$ cat src/rtl/ahb_lite_bus_arbiter.sv
// ahb_lite_bus_arbiter: round-robin sharing of one AHB-Lite slave port among NUM_MASTERS masters
module ahb_lite_bus_arbiter #(
   parameter int NUM_MASTERS = 4,
   parameter int ADDR_W      = 32,
   parameter int DATA_W      = 32,
   parameter int MAX_HOLD    = 8
) (
   input  logic                          HCLK,
   input  logic                          HRESETIN,
   input  logic [NUM_MASTERS-1:0]        HBUSREQ,
   input  logic [2*NUM_MASTERS-1:0]      M_HTRANS,
   input  logic [NUM_MASTERS-1:0]        M_HWRITE,
   input  logic [2*NUM_MASTERS-1:0]      M_HSIZE,
   input  logic [ADDR_W*NUM_MASTERS-1:0] M_HADDR,
   input  logic [DATA_W*NUM_MASTERS-1:0] M_HWDATA,
   input  logic                          HREADYOUT,
   output logic [NUM_MASTERS-1:0]        HGRANT,
   output logic [$clog2(NUM_MASTERS)-1:0] HMASTER,
   output logic                          HREADY,
   output logic                          HSELX,
   output logic                          HWRITE,
   output logic [1:0]                    HTRANS,
   output logic [1:0]                    HSIZE,
   output logic [ADDR_W-1:0]             HADDR,
   output logic [DATA_W-1:0]             HWDATA
);
   localparam int IW = $clog2(NUM_MASTERS);
   localparam logic [7:0] MAX_H = 8'(MAX_HOLD);
   typedef enum logic {IDLE, GRANTED} state_t;
   state_t                 state_q, state_d;
   logic [NUM_MASTERS-1:0] grant_q, grant_d, others, cand;
   logic [IW-1:0]          hmaster_q, hmaster_d, dmaster_q, dmaster_d, rr_q, rr_d, win;
   logic [7:0]             hold_q, hold_d, hold_inc;
   logic                   busy, acc, owner_req, rearb;

   // first requester strictly after the pointer, wrapping around
   function automatic logic [IW-1:0] rr_pick(input logic [NUM_MASTERS-1:0] req, input logic [IW-1:0] ptr);
      rr_pick = ptr;
      for (int k = NUM_MASTERS; k >= 1; k--) begin
         int idx;
         idx = (int'(ptr) + k) % NUM_MASTERS;
         if (req[idx]) rr_pick = IW'(idx);
      end
   endfunction

   assign busy   = state_q == GRANTED;
   assign HGRANT = grant_q;
   assign HMASTER = hmaster_q;
   assign HREADY = HREADYOUT;
   assign HTRANS = busy ? M_HTRANS[2*hmaster_q +: 2] : 2'b00;
   assign HWRITE = busy ? M_HWRITE[hmaster_q] : 1'b0;
   assign HSIZE  = busy ? M_HSIZE[2*hmaster_q +: 2] : 2'b00;
   assign HADDR  = busy ? M_HADDR[ADDR_W*hmaster_q +: ADDR_W] : '0;
   assign HSELX  = HTRANS[1];
   assign HWDATA = M_HWDATA[DATA_W*dmaster_q +: DATA_W];

   // arbitration decision and data-phase tracking for the next edge
   always_comb begin
      state_d   = state_q;
      grant_d   = grant_q;
      hmaster_d = hmaster_q;
      dmaster_d = dmaster_q;
      hold_d    = hold_q;
      rr_d      = rr_q;
      acc       = HTRANS[1] & HREADYOUT;
      hold_inc  = (hold_q == 8'hff) ? hold_q : hold_q + {7'd0, acc};
      others    = HBUSREQ & ~grant_q;
      owner_req = |(HBUSREQ & grant_q);
      rearb     = busy ? HREADYOUT & (~owner_req | (hold_inc >= MAX_H && |others)) : |HBUSREQ;
      cand      = (busy && owner_req) ? others : HBUSREQ;
      win       = rr_pick(cand, rr_q);
      if (acc) dmaster_d = hmaster_q;
      if (busy && HREADYOUT) hold_d = hold_inc;
      if (rearb) begin
         state_d   = |cand ? GRANTED : IDLE;
         grant_d   = |cand ? {{(NUM_MASTERS-1){1'b0}}, 1'b1} << win : '0;
         hmaster_d = |cand ? win : hmaster_q;
         rr_d      = |cand ? win : rr_q;
         hold_d    = 8'd0;
      end
   end

   // arbiter state registers, reset abandons any in-flight transfer
   always_ff @(posedge HCLK or posedge HRESETIN) begin
      if (HRESETIN) begin
         state_q   <= IDLE;
         grant_q   <= '0;
         hmaster_q <= '0;
         dmaster_q <= '0;
         hold_q    <= '0;
         rr_q      <= IW'(NUM_MASTERS - 1);
      end else begin
         state_q   <= state_d;
         grant_q   <= grant_d;
         hmaster_q <= hmaster_d;
         dmaster_q <= dmaster_d;
         hold_q    <= hold_d;
         rr_q      <= rr_d;
      end
   end
endmodule

$ cat config.mk
export PLATFORM = sky130hd
export DESIGN_NAME = ahb_lite_bus_arbiter
export DESIGN_NICKNAME = d
export VERILOG_FILES = /design/src/rtl/ahb_lite_bus_arbiter.sv
export SDC_FILE = /design/constraint.sdc
export NUM_CORES = 1
export LEC_CHECK = 0
export ABC_CLOCK_PERIOD_IN_PS = 5300
export BUFFER_PORTS_ARGS = -buffer_cell sky130_fd_sc_hd__buf_2
export CAP_MARGIN = 20
export CORE_AREA = 4 4 139 141
export DETAILED_ROUTE_END_ITERATION = 8
export DIE_AREA = 0 0 143 145
export PLACE_DENSITY = 0.57
export SYNTH_ARGS = -nofsm -noshare
export SYNTH_HDL_FRONTEND = slang
export SYNTH_SLANG_ARGS = --single-unit
$ cat constraint.sdc
create_clock -name HCLK -period 5.3 [get_ports HCLK]
set_clock_uncertainty 0.2 [all_clocks]
set_input_delay 0.53 -clock HCLK [delete_from_list [all_inputs] [get_ports HCLK]]
set_output_delay 0.53 -clock HCLK [all_outputs]
set_load 0.03 [all_outputs]
==> metrics.md <==
| Metric | Value |
|---|---|
| Outcome | `completed` |
| Crit-path leading delay family | `simple AND/OR/NAND/NOR gates` |
| Critical path buffers and inverters | `1` |
| Post-synth EDFFs | `0` |
| Total Wirelength | `17200 microns` |
| Remaining antenna violation count | `0` |
| First-pass DRT Iterations | `5` |
| Sink Count | `19` |
| Number of distinct library cells after synthesis | `47` |
| Worst Max-Slew Pin Slew | `722 ps` |
| Fin. Hold Viols | `0` |
| Area Growth Syn to Fin | `69.3%` |
| Finished Layout Cells | `835` |
| Yosys reg bits | `19` |
| Synth Cell Area | `3040 sq um` |
| Clk buf depth | `2` |
| Crit. Startpoint | `HMASTER[0]` |
| R2r startpoint | `HMASTER[0]` |
| Fmax | `283 MHz` |
| CP endpoint kind | `register` |
| IO Pins | `360` |
| WP data required | `5240 ps` |
| Total gr overflow | `0` |
| First-pass GRT wire length | `24300 microns` |
| Synth async-reset ratio | `1.00` |
| Max stage delay cell, worst path | `mux4_2` |
| Sequential share of the synthesized area | `0.157` |
| DR iter-0 viols | `307` |
| Die height | `145 microns` |
| RD Place Congestion | `0.934` |
| Max VDD drop | `299 uV` |
| HPWL Detailed | `15100 microns` |
| RSZ-0062 raised after global routing | `no` |
| Final setup fails | `0` |
| Area post-placement | `5040 sq um` |
| Tightest Hold Check Type | `in -> async` |
| Die X | `143 microns` |
| Leading cell type in the layout, fill and taps excluded | `buf_2` |
| Hold buffers post-CTS | `0` |
| PD cells | `526 nW/um^2` |
| WS Path Type | `reg -> reg` |
| Commonest non-fill, non-tap cells in the layout | `359 x buf_2, 69 x mux4_2, 39 x and2_1, 15 x dfrtp_1, 15 x nand2_1` |
| Cell breakdown of the critical path | `mux4_2 -> and2_1 -> nand2_1 -> inv_1 -> ha_1 -> ha_1 -> xnor2_1 -> a21oi_1 -> nor3_2 -> a31oi_1 -> and2_1 -> mux2_4` |
| WL/cell | `20.6 microns` |
| Clock Root Buffer | `clkbuf_16` |
| CP Max Fanout | `9` |
| Setup TNS | `0 ps` |
| CORE AREA | `18000 sq um` |
| Die Area | `20700 sq um` |
| Pins over their slew limit | `0` |
| DR DRC count | `0` |
| Syn Area/Cell | `11.8 sq um` |
| Max stage delay on crit path | `490 ps` |
| Gr usage total | `0.154` |
| Final Cell Area | `5140 sq um` |
| Share of cells above drive strength 1 | `0.748` |
| R2r setup slk | `1760 ps` |
| CP arrival | `3480 ps` |
| Final worst path period need | `3540 ps` |
| DP Cell Count | `824` |
| Critical path launch point type | `register` |
| Final period utilization | `0.668` |
| Clk slew on worst S/H paths | `50 ps` |
| Power, Total | `2700 uW` |
| Leak pwr | `0.00252 uW` |
| CTS Buf Count | `3` |
| Ys Warns | `0` |
| Clock Latency Late Sink | `250 ps` |
| Port bufs | `359` |
| CTS tree | `done` |
| Cells after Synth | `257` |
| Most common flop cell mapped by yosys | `dfrtp_1` |
| Initial Util | `0.169` |
| Post CTS Setup Buffer Count | `0` |
| Worst slew margin | `0.518` |
| Nets | `885` |
| Fin util | `0.286` |
| CTS resizes | `0` |
| Vias post-DR | `3838` |
| Max cap viols | `0` |
| Vias in the first global route | `3880` |
| Vias per cell | `4.60` |
| Row cnt | `49` |
| Largest net degree at the start of global routing | `46` |
| CTS H-tree lvls | `1` |
| Post-synthesis net count | `542` |
| Initial antenna violation count | `8` |
## per-stage QoR
| stage | setup slack [ps] | hold WS, ps |
|---|---|---|
| after floorplan | 1780 | 277 |
| after global placement | 1570 | 302 |
| after detailed placement | 1530 | 306 |
| after CTS | 1750 | 233 |
| after global routing | 1470 | 276 |
| final | 1760 | 196 |
## metal layers
metal	wire length, microns	track usage	up-vias	share of wire
met2	8680	0.256	191	0.50
met3	1620	0.0352	6	0.094
met1	6810	0.198	1903	0.40
met5	13	0	-	0.00076
li1	-	-	1736	-
met4	92	0.0490	2	0.0053
## sequential cells by signal, summed over array words and instances, names as in the netlist
register   cells
HGRANT         4
HMASTER        2
busy           1
dmaster_q      2
hold_q         8
rr_q           2
## Yosys cell counts (all sizes together) (2+ instances only)
master / count / area [sq um]
dfrtp: 17 / 425
mux2i: 3 / 30.0
o21ai: 11 / 55.1
clkbuf: 15 / 56.3
ha: 2 / 25.0
buf: 11 / 61.3
a21bo: 2 / 20.0
a311oi: 3 / 26.3
o21a: 3 / 22.5
and2: 39 / 244
a22o: 2 / 17.5
nand2: 15 / 56.3
nand3: 4 / 20.0
a31oi: 4 / 25.0
inv: 11 / 41.3
nor3: 5 / 30.0
mux2: 3 / 37.5
o22ai: 3 / 18.8
mux4: 69 / 1550
a22oi: 2 / 15.0
dfstp: 2 / 52.6
a21oi: 6 / 30.0
and3: 2 / 12.5
nor2: 6 / 22.5
## final timing paths
kind                       depth (start not counted)           end
min                                                2     hold_q[3]
min in group HCLK                                  1  dmaster_q[0]
min reg2reg                                        1  dmaster_q[0]
max reg2reg                                       12     HGRANT[1]
max                                               12     HGRANT[1]
max in group asynchronous                          2    HMASTER[0]
## worst register-to-register path, delay by kind of cell (launching register included)
family                   cells  cell delay, ps
flip-flops                   1             370
multiplexers                 2             830
AND/OR/NAND/NOR              4             830
XOR/XNOR                     1             150
buffers and inverters        1              60
AO/OA/AOI/OAI                2             490
adder cells (fa/ha/maj)      2             490
## final cells by class
class	count	area, sq um
timing repair buffer	364	1830
sequential	19	480
tap	229	287
fill	1936	12800
clock buffer	3	75.1
clock inverter	1	5.00
antenna	7	17.5
inverter	11	41.3
multi-input combinational	201	2400
## logic make-up (layout without fill, tap and decap cells)
family / count (synthesis) / in the layout / share of synthesized area
DFF: 19 / 19 / 0.157
and+or+nand+nor: 77 / 77 / 0.143
buffers and inverters: 37 / 379 / 0.0523
other: 0 / 7 / 0
muxes: 75 / 75 / 0.534
xor gates and xnor gates: 1 / 1 / 0.00288
adders and majority gates: 2 / 2 / 0.00824
AOI/OAI and AO/OA: 46 / 46 / 0.103
## report_power, final
part / switching, uW / leakage, uW / internal (uW)
registers: 42.8 / 0.000241 / 195
logic: 1380 / 0.00224 / 930
clock network: 55.5 / 0.0000409 / 101
total: 1480 / 0.00252 / 1230
No activity file was read; power rests on OpenSTA's default activity.
